File: config.mk
export PLATFORM = sky130hd
export DESIGN_NAME = gps_feed_scheduler
export DESIGN_NICKNAME = d
export VERILOG_FILES = /design/src/rtl/gps_feed_scheduler.sv
export SDC_FILE = /design/constraint.sdc
export NUM_CORES = 1
export LEC_CHECK = 0
export CORE_AREA = 2 2 101 103
export CTS_BUF_LIST = sky130_fd_sc_hd__clkbuf_2 sky130_fd_sc_hd__clkbuf_4 sky130_fd_sc_hd__clkbuf_8
export DETAILED_ROUTE_END_ITERATION = 12
export DIE_AREA = 0 0 103 105
export GPL_ROUTABILITY_DRIVEN = 0
export PLACE_DENSITY = 0.81
export RECOVER_POWER = 25
export SETUP_SLACK_MARGIN = 0.02
export SYNTH_ARGS = -nofsm -noshare
export SYNTH_HDL_FRONTEND = slang
export SYNTH_SLANG_ARGS = --single-unit
File: constraint.sdc
create_clock -name clk_0 -period 4.8 [get_ports clk_0]
set_input_delay 0.48 -clock clk_0 [delete_from_list [all_inputs] [get_ports clk_0]]
set_output_delay 0.48 -clock clk_0 [all_outputs]
set_load 0.1 [all_outputs]
File: src/rtl/gps_feed_scheduler.sv
`timescale 1ns/1ps
// Byte FIFO that feeds a fixed-rate {sign, mag[1:0]} sample stream; an end-of-stream
// marker byte (bit7) terminates a run. state_dbg exposes the FSM state to checkers.
module gps_feed_scheduler #(
    parameter int DEPTH     = 16,
    parameter int DIV_WIDTH = 8
) (
    input  logic                     clk_0,
    input  logic                     reset_n,
    input  logic                     start,
    input  logic [DIV_WIDTH-1:0]     div,
    input  logic                     wr_valid,
    input  logic [7:0]               wr_data,
    output logic                     wr_ready,
    output logic                     sample_valid,
    output logic [2:0]               sample_data,
    output logic                     busy,
    output logic                     done,
    output logic                     underflow,
    output logic [$clog2(DEPTH):0]   fill_level,
    output logic [15:0]              sample_count,
    output logic [1:0]               state_dbg
);
    localparam int AW = $clog2(DEPTH);
    localparam logic [AW:0] FULL_LVL = (AW+1)'(DEPTH);

    typedef enum logic [1:0] {IDLE = 2'd0, PRIME = 2'd1, RUN = 2'd2, DONE = 2'd3} state_e;

    state_e                state_q, state_d;
    logic                  start_q;
    logic [7:0]            mem_q [DEPTH];
    logic [AW-1:0]         wr_ptr_q, rd_ptr_q;
    logic [AW:0]           count_q, count_d;
    logic [AW:0]           marker_cnt_q, marker_cnt_d;
    logic [DIV_WIDTH-1:0]  tick_cnt_q, tick_cnt_d;
    logic                  sample_valid_q, sample_valid_d;
    logic [2:0]            sample_data_q, sample_data_d;
    logic                  underflow_q, underflow_d;
    logic [15:0]           sample_count_q, sample_count_d;
    logic                  flush;
    logic                  abort;
    logic                  tick;
    logic                  empty;
    logic                  wr_fire;
    logic                  pop;
    logic [7:0]            head;

    assign head     = mem_q[rd_ptr_q];
    assign empty    = (count_q == '0);
    assign abort    = ((state_q == PRIME) || (state_q == RUN)) && !start;
    assign tick     = (state_q == RUN) && (tick_cnt_q == '0) && !abort;
    // Ready drops during an abort so a byte is never accepted and then flushed.
    assign wr_ready = (count_q < FULL_LVL) && (state_q != DONE) && !abort;
    assign wr_fire  = wr_valid && wr_ready;
    assign pop      = tick && !empty;

    always_comb begin
        state_d        = state_q;
        count_d        = count_q;
        marker_cnt_d   = marker_cnt_q;
        tick_cnt_d     = tick_cnt_q;
        sample_valid_d = 1'b0;
        sample_data_d  = sample_data_q;
        underflow_d    = underflow_q;
        sample_count_d = sample_count_q;
        flush          = 1'b0;

        case ({wr_fire, pop})
            2'b10:   count_d = count_q + 1'b1;
            2'b01:   count_d = count_q - 1'b1;
            default: count_d = count_q;
        endcase

        case ({wr_fire && wr_data[7], pop && head[7]})
            2'b10:   marker_cnt_d = marker_cnt_q + 1'b1;
            2'b01:   marker_cnt_d = marker_cnt_q - 1'b1;
            default: marker_cnt_d = marker_cnt_q;
        endcase

        case (state_q)
            IDLE: begin
                if (start && !start_q) begin
                    state_d        = PRIME;
                    sample_count_d = '0;
                    underflow_d    = 1'b0;
                end
            end
            PRIME: begin
                if (abort) begin
                    state_d = IDLE;
                    flush   = 1'b1;
                end else if ((count_q == FULL_LVL) || (marker_cnt_q != '0) ||
                             (wr_fire && wr_data[7])) begin
                    state_d    = RUN;
                    tick_cnt_d = div;
                end
            end
            RUN: begin
                if (abort) begin
                    state_d = IDLE;
                    flush   = 1'b1;
                end else if (tick_cnt_q == '0) begin
                    tick_cnt_d = div;
                    if (empty) begin
                        underflow_d = 1'b1;
                    end else if (head[7]) begin
                        state_d = DONE;
                    end else begin
                        sample_valid_d = 1'b1;
                        sample_data_d  = head[2:0];
                        sample_count_d = sample_count_q + 16'd1;
                    end
                end else begin
                    tick_cnt_d = tick_cnt_q - 1'b1;
                end
            end
            DONE: begin
                if (!start) begin
                    state_d = IDLE;
                end
            end
            default: state_d = IDLE;
        endcase

        if (flush) begin
            count_d      = '0;
            marker_cnt_d = '0;
        end
    end

    always_ff @(posedge clk_0 or negedge reset_n) begin
        if (!reset_n) begin
            state_q        <= IDLE;
            start_q        <= 1'b0;
            wr_ptr_q       <= '0;
            rd_ptr_q       <= '0;
            count_q        <= '0;
            marker_cnt_q   <= '0;
            tick_cnt_q     <= '0;
            sample_valid_q <= 1'b0;
            sample_data_q  <= 3'd0;
            underflow_q    <= 1'b0;
            sample_count_q <= 16'd0;
        end else begin
            state_q        <= state_d;
            start_q        <= start;
            count_q        <= count_d;
            marker_cnt_q   <= marker_cnt_d;
            tick_cnt_q     <= tick_cnt_d;
            sample_valid_q <= sample_valid_d;
            sample_data_q  <= sample_data_d;
            underflow_q    <= underflow_d;
            sample_count_q <= sample_count_d;
            if (flush) begin
                wr_ptr_q <= '0;
                rd_ptr_q <= '0;
            end else begin
                if (wr_fire) wr_ptr_q <= wr_ptr_q + 1'b1;
                if (pop)     rd_ptr_q <= rd_ptr_q + 1'b1;
            end
        end
    end

    // Storage needs no reset: the pointers and occupancy alone define what is valid.
    always_ff @(posedge clk_0) begin
        if (wr_fire) mem_q[wr_ptr_q] <= wr_data;
    end

    assign sample_valid = sample_valid_q;
    assign sample_data  = sample_data_q;
    assign busy         = (state_q == PRIME) || (state_q == RUN);
    assign done         = (state_q == DONE);
    assign underflow    = underflow_q;
    assign fill_level   = count_q;
    assign sample_count = sample_count_q;
    assign state_dbg    = state_q;

endmodule
=== After elaboration in Yosys (flattened, before gate mapping) ===
Memories as Yosys holds them, arrays and structs flattened.
Index checks and enable logic that the tools add are counted.

* Bitwise operators: 3
* $lt $le $gt $ge: 1
* $mul: 0
* Equal/unequal tests: 22
* Div/mod/pow operators: 0
* Reduce and logical (&&, ||, !) cells: 33
* Muxes and demuxes: 42
* Add/subtract/negate cells: 8
* Shift-type cells: 0

{| class="wikitable"
|+ Operator list
! operator !! count
|-
| 2-to-1 mux 16 bit || 5
|-
| 2-to-1 mux 8 bit || 4
|-
| one-hot mux 16 bit (2 select lines) || 1
|-
| one-hot mux 5 bit (2 select lines) || 2
|-
| adder 16 x 1 -> 16 bit, second input constant || 1
|-
| 2-to-1 mux 2 bit || 8
|-
| 2-to-1 mux 4 bit || 4
|-
| inequality test 2 bit, second input constant || 8
|-
| one-hot mux 8 bit (2 select lines) || 1
|-
| 2-to-1 mux 1 bit || 13
|-
| AND reduction 6 bit || 2
|-
| adder 5 x 1 -> 5 bit, second input constant || 2
|-
| logical AND 1 bit || 10
|-
| 2-to-1 mux 5 bit || 2
|-
| AND reduction 5 bit || 2
|-
| subtractor 5 x 1 -> 5 bit, second input constant || 2
|-
| adder 4 x 1 -> 4 bit, second input constant || 2
|-
| equality test 2 bit, second input constant || 4
|-
| logical NOT 8 bit || 1
|-
| one-hot mux 2 bit (4 select lines) || 1
|-
| nonzero test 2 bit || 4
|-
| subtractor 8 x 1 -> 8 bit, second input constant || 1
|-
| equality test 2 x 1 -> 1 bit, second input constant || 3
|-
| inequality test 3 x 2 -> 1 bit, second input constant || 2
|-
| 14 further kinds || 24
|}

* Bits in latches: 0
* Memories: 1
* Bits in writable memories: 128
* Register bits: 50
* Input bits: 20
* Bits in read-only memories: 0
* Logic and storage cells: 121

{| class="wikitable"
|+ Memories
! memory !! words !! bits a word !! rd ports !! clocked after Yosys merged registers in !! write ports !! RTL line !! text
|-
| mem_q || 16 || 8 || 1 || 0 || 1 || 31 || <nowiki>logic [7:0] mem_q [DEPTH];</nowiki>
|}

=== Depth between registers and ports, before layout ===
Gate-level depths: netlist of the first run.

* Depth after elaboration: 11
* Mapped depth: 15

=== Least setup slack after synthesis of the first run ===
No wires, ideal clock.

* Kind: register to output
* Start point: register state_q[0] (netlist: state_dbg[0])
* End point: output wr_ready
* Arrival: 4,350 ps
* Setup slack: -30 ps
* Cell stages (with the launch flop): 6
* Buffers on the path: 1
* Data required time: 4,320 ps
* Cells stage by stage: dfrtp_1 > inv_1 > ha_1 > nor2b_1 > clkbuf_1 > nor3_1

* Longest elaborated chain between the ends: 5

{| class="wikitable"
|+ RTL lines
! what !! RTL line !! text
|-
| from (decl) || 29 || <nowiki>state_e state_q, state_d;</nowiki>
|-
| from (signal assigned) || 145 || <nowiki>state_q <= state_d;</nowiki>
|-
| equality test 2 x 1 -> 1 bit or equality test 2 bit (tied branches) || - ||
|-
| logical OR 1 bit * || - ||
|-
| net busy || 17 || <nowiki>output logic busy,</nowiki>
|-
| logical AND 1 bit * || 50 || <nowiki>assign abort = ((state_q == PRIME) || (state_q == RUN)) && !start;</nowiki>
|-
| logical NOT 1 bit * || 53 || <nowiki>assign wr_ready = (count_q < FULL_LVL) && (state_q != DONE) && !abort;</nowiki>
|-
| logical AND 1 bit * || 53 ||
|-
| to (decl) || 14 || <nowiki>output logic wr_ready,</nowiki>
|}

Mark *: on every way through the listed nets, which the timed path passes. The rest lies on a longest branch.

=== Worst setup path after layout of the first run ===
* Start point: register rd_ptr_q[2]
* End point: register marker_cnt_q[4]

* Longest elaborated chain between the ends: 5

{| class="wikitable"
|+ RTL lines
! what !! RTL line !! text
|-
| from (decl) || 32 || <nowiki>logic [AW-1:0] wr_ptr_q, rd_ptr_q;</nowiki>
|-
| from (signal assigned) || 159 || <nowiki>if (pop) rd_ptr_q <= rd_ptr_q + 1'b1;</nowiki>
|-
| memory read (16 x 8 bit) * || - ||
|-
| logical AND 1 bit * || 74 || <nowiki>case ({wr_fire && wr_data[7], pop && head[7]})</nowiki>
|-
| equality test 2 x 1 -> 1 bit or equality test 2 bit (tied branches) || 74 ||
|-
| one-hot mux 5 bit (2 select lines) || 74 ||
|-
| 2-to-1 mux 5 bit || 125 || <nowiki>if (flush) begin</nowiki>
|-
| to (signal assigned) || 148 || <nowiki>marker_cnt_q <= marker_cnt_d;</nowiki>
|-
| to (decl) || 34 || <nowiki>logic [AW:0] marker_cnt_q, marker_cnt_d;</nowiki>
|}

Every way passes the cells marked *; elsewhere a longest branch is shown, timed or not.
A chain may end at the register's enable or synchronous reset.

==> impl_metrics.yaml, run 1 <==
detailed_routing:
  routedWlPerCell_um: 17.90
  via_per_inst: 6.046
  post-route-drc-count: 0
  postRouteAntennaNets: 0
  vias: 3954
  dr.pass1.iters: 5
  routed_wl_mm: 11.71
  first_iter_violations: 308
clocking:
  path_clk_slew_ns: 0.07
  cts_buffers: 17
  htreeDepth: 4
  cts_sinks: 114
  ctsResizeCount: 0
  tritoncts: "done"
  root_buffer: "clkbuf_8"
  cts_buffer_depth: 2
  post_cts_buffers: 0
  clock_latency_ns: 0.43
  cts_hold_buf: 0
status:
  status: "finished with violations"
  violations: "max-capacitance violations, max-slew violations"
worst_setup_path:
  path_max_fanout: 9
  crit_path_end_kind: "register"
  start_kind: "register"
  ff2ff_path_depth: 11
  cp.arrival_ns: 4.14
  path_class: "reg2reg"
  critPathRequiredTime_ns: 5.16
hold_path:
  holdPathStages: 1
  min_path_type: "reg2reg"
yosys:
  syn_avg_cell_area_um2: 12.41
  synth_compound_area_share_pct: 10.98
  synth_top_family_by_area: "simple AND/OR/NAND/NOR gates"
  syn_inst: 458
  synth_mux_area_share_pct: 9.441
  synthAdderAreaFrac_pct: 4.754
  yosysTopAreaCell: "edfxtp_1"
  ys_seq_area_share_pct: 55.81
  synth.distinct_cells: 58
  netlist.area_leader.share_pct: 33.80
  yosysMostFrequentCell: "edfxtp_1"
  async_flop_share_pct: 43.86
  synth.area.top_cells: "edfxtp_1 34%, dfrtp_1 22%, mux4_2 7.9%"
  synth-edff-count: 64
  synth_seq_cells: 114
  yosys.area_share.simple_pct: 14.61
  synthTopCellsByCount: "64 x edfxtp_1, 50 x dfrtp_1, 28 x nor2_1"
  synth-main-ff-cell: "edfxtp_1"
  synthesis.area_um2: 5685
  yosysWarnings: 0
  synth_xor_area_share_pct: 1.540
  syn-num-nets: 499
global_routing:
  overflow: 0
  antenna_found_initial: 0
  grt_start_max_net_pins: 51
  grt_pass1_wl_mm: 19.35
  track_usage_pct: 23.42
  grt_pass1_vias: 3916
sta:
  clock_skew_ns: 0.01530
  rsz0062_at_grt: "no"
  timing.final.max_slew_violations: 51
  tightestPinTransition_ns: 2.717
  fmax_mhz: 264.2
  hold_viol: 0
  fin_crit_ns: 3.785
  max_slew_margin_pct: -81.15
  tns_ns: 0
  period_share_pct: 78.86
  setup_viol: 0
die:
  ios: 51
  fp.dieW_um: 103
  row_count: 36
  dieArea_um2: 10820
  core_um2: 9639
  die_h_um: 105
  initial_core_util_pct: 58.98
place:
  dpl_cell_area_um2: 6279
  placed_cells: 622
  io_buffer_count: 46
  dp_hpwl_mm: 7.985
power_and_ir_drop:
  p_leak_uw: 0.002466
  fin_total_pwr_uw: 3321
  p_per_area_nw_per_um2: 499.3
  vdd_drop_max_uv: 273.0
final_layout:
  layout.nets: 549
  drive_gt1_share_pct: 13.44
  stdcell_area_um2: 6653
  final_core_util_pct: 69.02
  final_cells: 654
  diodes: 0
  area_growth_pct: 17.01
flow_run:
  drv_cap: 1
==> path summary, 6_finish.rpt <==
check	from	to	slack, ns
max in group asynchronous	reset_n	state_dbg[0]	2.07
hold reg to reg	sample_data[2]	sample_data[2]	0.51
hold / removal	sample_data[2]	sample_data[2]	0.51
min in group asynchronous	reset_n	sample_count[9]	1.01
setup / recovery	rd_ptr_q[2]	marker_cnt_q[4]	1.01
setup reg to reg	rd_ptr_q[2]	marker_cnt_q[4]	1.01
==> area by class of cell <==
type	count	area [um2]
inverters	18	67.56
clock buffers	17	234.0
multi-input cells	303	2355
repair buffers	54	508.0
fillers	686	2987
flip-flops and latches	114	3174
clock inverters	15	147.6
well taps	133	166.4
==> critical path: stages (launching register included) <==
cell and delay, ns:
dfrtp_1 0.68, mux4_2 0.57, mux4_2 0.58, and2_1 0.22, ha_1 0.31, xor2_1 0.20, ha_1 0.23, nand2b_1 0.08
a21boi_1 0.06, o21a_1 0.19, or4_1 0.46, a21oi_1 0.15
==> report_power, final <==
part / total (uW) / internal (uW) / switching, uW
registers: 1280 / 1160 / 117
clock network: 861 / 423 / 437
logic: 1180 / 350 / 833
total: 3320 / 1930 / 1390
==> kinds of logic (layout without fill, tap and decap cells) <==
logic type      after synthesis  count (layout)
fa+ha+maj                    21              21
simple gates                152             152
xor+xnor                     10              10
buf+inv                      41             104
mux                          28              28
flops                       114             114
compound gates               92              92
==> state kept, by name, summed over array words and instances, names as in the netlist <==
signal and cells:
mem_q 64, underflow 1, fill_level 5, start_q 1, tick_cnt_q 8, sample_data 3, wr_ptr_q 4, sample_count 16
state_dbg 2, rd_ptr_q 4, marker_cnt_q 5, sample_valid 1
==> per-layer routing <==
layer  routed length, um  up-vias  global-route usage (%)  part of all wire (%)
met1                4867     1979                   30.95                    42
met3                 610       16                   5.753                   5.2
met4                 175        0                   7.331                   1.5
met2                6052      120                   38.13                    52
met5                   0        -                       0                     0
li1                    -     1839                       -                     -
==> placed cells by master, fill, tap and decap left out, drive strengths merged, types with 2 or more instances in the layout <==
master	n
mux4	20
mux2i	3
o211ai	6
a21oi	27
dfrtp	50
buf	7
edfxtp	64
dlygate4sd3	2
or4b	2
a22oi	2
nand4	8
inv	25
clkdlybuf4s50	43
clkbuf	19
or3	2
clkinv	5
xor2	6
a21boi	3
a21o	3
xnor2	4
mux2	5
o21ai	17
nand2	26
nand2b	8
nor3	10
and3b	2
a31oi	3
nand3	13
clkinvlp	2
or4	6
nor2b	5
nor3b	5
nor2	28
and2	19
o21a	3
nor4	10
and3	4
ha	20
o41ai	2
o31ai	17
==> through the flow <==
stage	hold slack (ns)	worst slack [ns]
after floorplan	0.1844	0.04464
after global placement	0.4951	1.067
after detailed placement	0.4991	0.9702
after CTS	0.1677	0.9784
after global routing	0.5355	0.6764
final	0.5067	1.015
(Power assumes the default switching activity.)
==> inputs of run 2 (changes only) <==
CORE_AREA = 2 2 106 108   (was 2 2 101 103)
DIE_AREA = 0 0 108 110   (was 0 0 103 105)
PLACE_DENSITY = 0.77   (was 0.81)
clock period = 3.35 ns   (was 4.8 ns; I/O delays follow)
==> run 2 against run 1 <==
Compared with the run above:
- highest routed layer unchanged
- critical path type unchanged
- count of clock-buffer cells in the layout grew 1
- global-route usage shrank 1.1 points
- cell count grew 2.9%
- via count grew 1.8%
- the flow still finishes with violations (max-capacitance violations, max-slew violations)
- sequential power grew 45%
- clock power grew 58%
- routed wire length grew 4.5%
- combinational power grew 53%
- largest cell class unchanged
- final area grew 4.0%
- critical endpoint unchanged
==> impl_metrics.yaml, run 2 (synthesized netlist as in run 1, its figures left out) <==
final_layout:
  layout.nets: 561
  largest_register_ffs: 64
  final_common_cell: "edfxtp_1"
  largest-register: "mem_q"
  mostFrequentLayoutCells: "64 x edfxtp_1, 42 x dfrtp_1, 41 x clkdlybuf4s50_1"
  final_cells: 673
  area_growth_pct: 21.65
  drive_gt1_share_pct: 20.26
  diodes: 0
  fillCellCount: 801
worst_setup_path:
  path_class: "reg2reg"
  start_kind: "register"
  cp.arrival_ns: 3.53
  critPathRequiredTime_ns: 3.69
  crit_path_end_kind: "register"
  path_max_fanout: 5
global_routing:
  grt_start_max_net_pins: 43
  grt_pass1_vias: 4051
  track_usage_pct: 22.29
  overflow: 0
  grt_pass1_wl_mm: 20.02
  antenna_found_initial: 0
clocking:
  tritoncts: "done"
  cts_buffer_depth: 2
  cts_sinks: 114
  root_buffer: "clkbuf_8"
  clock_latency_ns: 0.42
  post_cts_buffers: 0
  cts_buffers: 17
  path_clk_slew_ns: 0.07
  htreeDepth: 4
sta:
  fmax_mhz: 313.8
  rsz0062_at_grt: "no"
  hold_viol: 0
  clock_skew_ns: 0.01398
  tns_ns: 0
  tightestPinTransition_ns: 2.422
  setup_viol: 0
  fin_crit_ns: 3.187
  whs_ns: 0.5085
  period_share_pct: 95.14
  timing.final.max_slew_violations: 43
  max_slew_margin_pct: -61.44
hold_path:
  min_path_type: "reg2reg"
detailed_routing:
  routedWlPerCell_um: 18.18
  post-route-drc-count: 0
  via_per_inst: 5.981
  dr.pass1.iters: 5
  routed_wl_mm: 12.23
  postRouteAntennaNets: 0
  vias: 4025
  first_iter_violations: 359
power_and_ir_drop:
  fin_total_pwr_uw: 5016
  pwr-share-comb_pct: 36.0
  pwr-share-clk_pct: 27.1
  switching_power_uw: 2026
  swShare_pct: 40.39
  p_int_uw: 2990
  power_frac_seq_pct: 36.9
  p_per_area_nw_per_um2: 725.2
  vdd_drop_max_uv: 445.1
  p_leak_uw: 0.002550
place:
  placed_cells: 641
  dp_hpwl_mm: 8.631
  io_buffer_count: 46
die:
  ios: 51
  core_um2: 10700
  fp.dieW_um: 108
  dieArea_um2: 11880
  row_count: 38
  initial_core_util_pct: 53.15
  die_h_um: 110
flow_run:
  drv_cap: 1
status:
  violations: "max-capacitance violations, max-slew violations"
  status: "finished with violations"
==> run 2: cell types whose count changed in the layout (fill, tap and decap cells not counted), moves of 3 or more <==
cell / previous run / this run
dfrtp_2: 1 / 6
inv_1: 18 / 15
ha_1: 20 / 14
buf_4: 6 / 20
dfrtp_1: 49 / 42
inv_6: 5 / 1
ha_2: 0 / 3
ha_4: 0 / 3
==> run 2: final timing paths <==
path / endpoint / from / slack [ns] / cells past startpoint
max: marker_cnt_q[4] / rd_ptr_q[2] / 0.16 / 11
min: sample_data[0] / sample_data[0] / 0.51 / 1
max reg2reg: marker_cnt_q[4] / rd_ptr_q[2] / 0.16 / 11
min reg2reg: sample_data[0] / sample_data[0] / 0.51 / 1
max in group asynchronous: state_dbg[1] / reset_n / 0.98 / 1
min in group asynchronous: sample_count[13] / reset_n / 0.64 / 1
==> run 2: power groups by stage <==
| stage | combinational [uW] | sequential, uW | clock (uW) |
|---|---|---|---|
| after floorplan | 1020 | 2190 | 0 |
| after global routing | 1960 | 1870 | 1430 |
| after global placement | 1750 | 1860 | 0 |
| final | 1810 | 1850 | 1360 |
| after detailed placement | 1800 | 1870 | 0 |
| after CTS | 1810 | 1840 | 1370 |
==> run 2: worst max-delay path, cell delays in order, from the launching register on <==
cell      delay, ns
dfrtp_2        0.45
mux4_2         0.52
mux4_2         0.50
and2_4         0.18
ha_2           0.21
xor2_1         0.17
ha_2           0.19
nand2b_1       0.07
a21boi_1       0.06
o21a_1         0.18
or4_1          0.46
a21oi_1        0.14
==> run 2: layout make-up <==
class / instances / area [um2] / area share (%)
sequential: 114 / 3188 / 46.09
timing repair buffer: 66 / 585.6 / 8.466
inverter: 18 / 72.57 / 1.049
tap: 140 / 175.2 / 2.533
clock buffer: 18 / 241.5 / 3.491
clock inverter: 14 / 181.4 / 2.623
multi-input combinational: 303 / 2472 / 35.75
==> run 2: per-layer routing <==
layer	wire, um	global-route usage (%)
met1	5300	27.84
met2	6251	38.41
met3	462	3.880
met4	218	9.890
met5	0	0
==> run 2: timing repair <==
item,CTS,global route
hold buffers,0,0
resized for setup,1,3
setup endpoints to repair,2,3
==> run 2: per-stage QoR <==
stage / setup WS, ns / utilization (%) / instance area (um2)
after floorplan: 0.03048 / - / 5836
after global placement: 0.06184 / 60.68 / 6491
after detailed placement: 0.02283 / 60.68 / 6491
after CTS: 0.08261 / 64.64 / 6915
after global routing: 0.04370 / 64.66 / 6917
final: 0.1629 / 64.66 / 6917
==> inputs of run 3 (changes only) <==
CORE_AREA = 10 10 98 135   (was 2 2 106 108)
DIE_AREA = 0 0 108 145   (was 0 0 108 110)
==> run 3 against run 2 <==
Compared with the run above:
- the run still ends with max-capacitance violations, max-slew violations left
- routed wire length is 9.2% higher
- non-clock buffer count stayed put
- total power is 1.6% lower
- flip-flop and latch count stayed put
- clock power is 9% lower
- hold slack better by 0.012 ns
- sequential power hardly changed
- critical endpoint unchanged
==> impl_metrics.yaml, run 3 (synthesized netlist as in run 1, its figures left out) <==
clocking:
  cts_buffer_depth: 2
  cts_buffers: 17
  tritoncts: "done"
  path_clk_slew_ns: 0.07
  cts_sinks: 114
  root_buffer: "clkbuf_8"
  clock_latency_ns: 0.42
  cts_hold_buf: 0
  htreeDepth: 4
sta:
  fmax_mhz: 307.2
  fin_crit_ns: 3.255
  timing.final.max_slew_violations: 39
  hold_viol: 0
  tightestPinTransition_ns: 2.178
  max_slew_margin_pct: -45.18
  period_share_pct: 97.17
  clock_skew_ns: 0.009182
  setup_viol: 0
  rsz0062_at_grt: "yes"
die:
  ios: 51
  core_um2: 10750
  fp.dieW_um: 108
  initial_core_util_pct: 52.87
  dieArea_um2: 15660
  die_h_um: 145
  row_count: 45
worst_setup_path:
  path_max_fanout: 5
  path_class: "reg2reg"
  crit_path_end_kind: "register"
  start_kind: "register"
  reg2reg_slack_ns: 0.09
  cp.arrival_ns: 3.61
  critPathRequiredTime_ns: 3.70
detailed_routing:
  routed_wl_mm: 13.36
  post-route-drc-count: 0
  via_per_inst: 5.945
  first_iter_violations: 246
  vias: 4007
  routedWlPerCell_um: 19.82
  dr.pass1.iters: 5
  postRouteAntennaNets: 0
global_routing:
  grt_start_max_net_pins: 39
  grt_pass1_wl_mm: 21.43
  overflow: 0
  grt_pass1_vias: 4216
  antenna_found_initial: 0
  track_usage_pct: 17.29
status:
  violations: "max-capacitance violations, max-slew violations"
  status: "finished with violations"
place:
  io_buffer_count: 46
  dp_hpwl_mm: 9.451
  placed_cells: 639
final_layout:
  layout.nets: 561
  largest-register: "mem_q"
  mostFrequentLayoutCells: "64 x edfxtp_1, 42 x dfrtp_1, 41 x clkdlybuf4s50_1"
  largest_register_ffs: 64
  final_common_cell: "edfxtp_1"
  area_growth_pct: 21.52
  final_cells: 674
  drive_gt1_share_pct: 20.64
  diodes: 0
flow_run:
  drv_cap: 1
power_and_ir_drop:
  fin_total_pwr_uw: 4938
  vdd_drop_max_uv: 375.2
  p_per_area_nw_per_um2: 714.8
  p_leak_uw: 0.002540
hold_path:
  min_path_type: "in2reg"
-- run 3: changes by cell type in the layout (fill, tap and decap cells not counted), sizes merged --
| cell | change |
|---|---|
| clkbuf | +1 |
| clkinvlp | +1 |
| inv | -2 |
| bufinv | -1 |
| clkinv | +1 |
-- run 3: final timing paths --
kind                             start              end  cells past startpoint
min in group asynchronous      reset_n      rd_ptr_q[2]                      1
min                             div[0]    tick_cnt_q[0]                      3
max in group asynchronous      reset_n     state_dbg[0]                      1
max reg2reg                rd_ptr_q[2]  marker_cnt_q[4]                     11
min reg2reg                  underflow        underflow                      2
max                        rd_ptr_q[2]  marker_cnt_q[4]                     11
-- run 3: critical path, cell delays in order (launching register included) --
cell and delay (ns):
dfrtp_2 0.46, mux4_2 0.58, mux4_2 0.49, and2_4 0.19
ha_4 0.17, xor2_1 0.16, ha_2 0.21, nand2b_1 0.07
a21boi_1 0.06, o21a_1 0.18, or4_4 0.47, a21oi_2 0.13
-- run 3: through the flow --
stage          utilization, %  setup slack [ns]  hold slack (ns)  setup TNS [ns]  area [um2]
3_5_place_dp            60.16          -0.01398           0.5135        -0.01398        6470
4_1_cts                 63.80           0.04273          0.04834               0        6862
2_1_floorplan               -           0.03048          0.03941               0        5836
5_1_grt                 64.25          -0.03921           0.5192        -0.03921        6909
3_3_place_gp            60.16           0.09465           0.4875               0        6470
6_report                64.25           0.09480           0.5208               0        6909
-- run 3: repair_timing --
item | in CTS | in global routing
gates resized for setup | 2 | 7
buffers inserted | 0 | 3
pin swaps | 0 | 3
endpoints found under the setup margin | 1 | 2
-- run 3: where the power goes --
group	total (uW)	leakage (uW)	switching (uW)	internal [uW]
Sequential	1860	0.00123	186	1670
Clock	1240	0.000186	563	674
Combinational	1840	0.00113	1270	570
Total	4940	0.00254	2020	2920
-- run 3: cell type report --
type                            instances  area (um2)
Clock inverter                         13       138.9
Timing Repair Buffer                   66       585.6
Tap cell                              141       176.4
Fill cell                             793        3845
Inverter                               18       72.57
Multi-Input combinational cell        303        2499
Sequential cell                       114        3188
Clock buffer                           19       249.0
-- run 3: per-layer routing --
metal | share of wire, % | up-vias | track usage [%]
met2 | 58 | 94 | 32.27
met1 | 36 | 2039 | 17.40
met3 | 4.7 | 17 | 5.046
met5 | 0 | - | 0
met4 | 1.6 | 0 | 5.697
li1 | - | 1857 | -
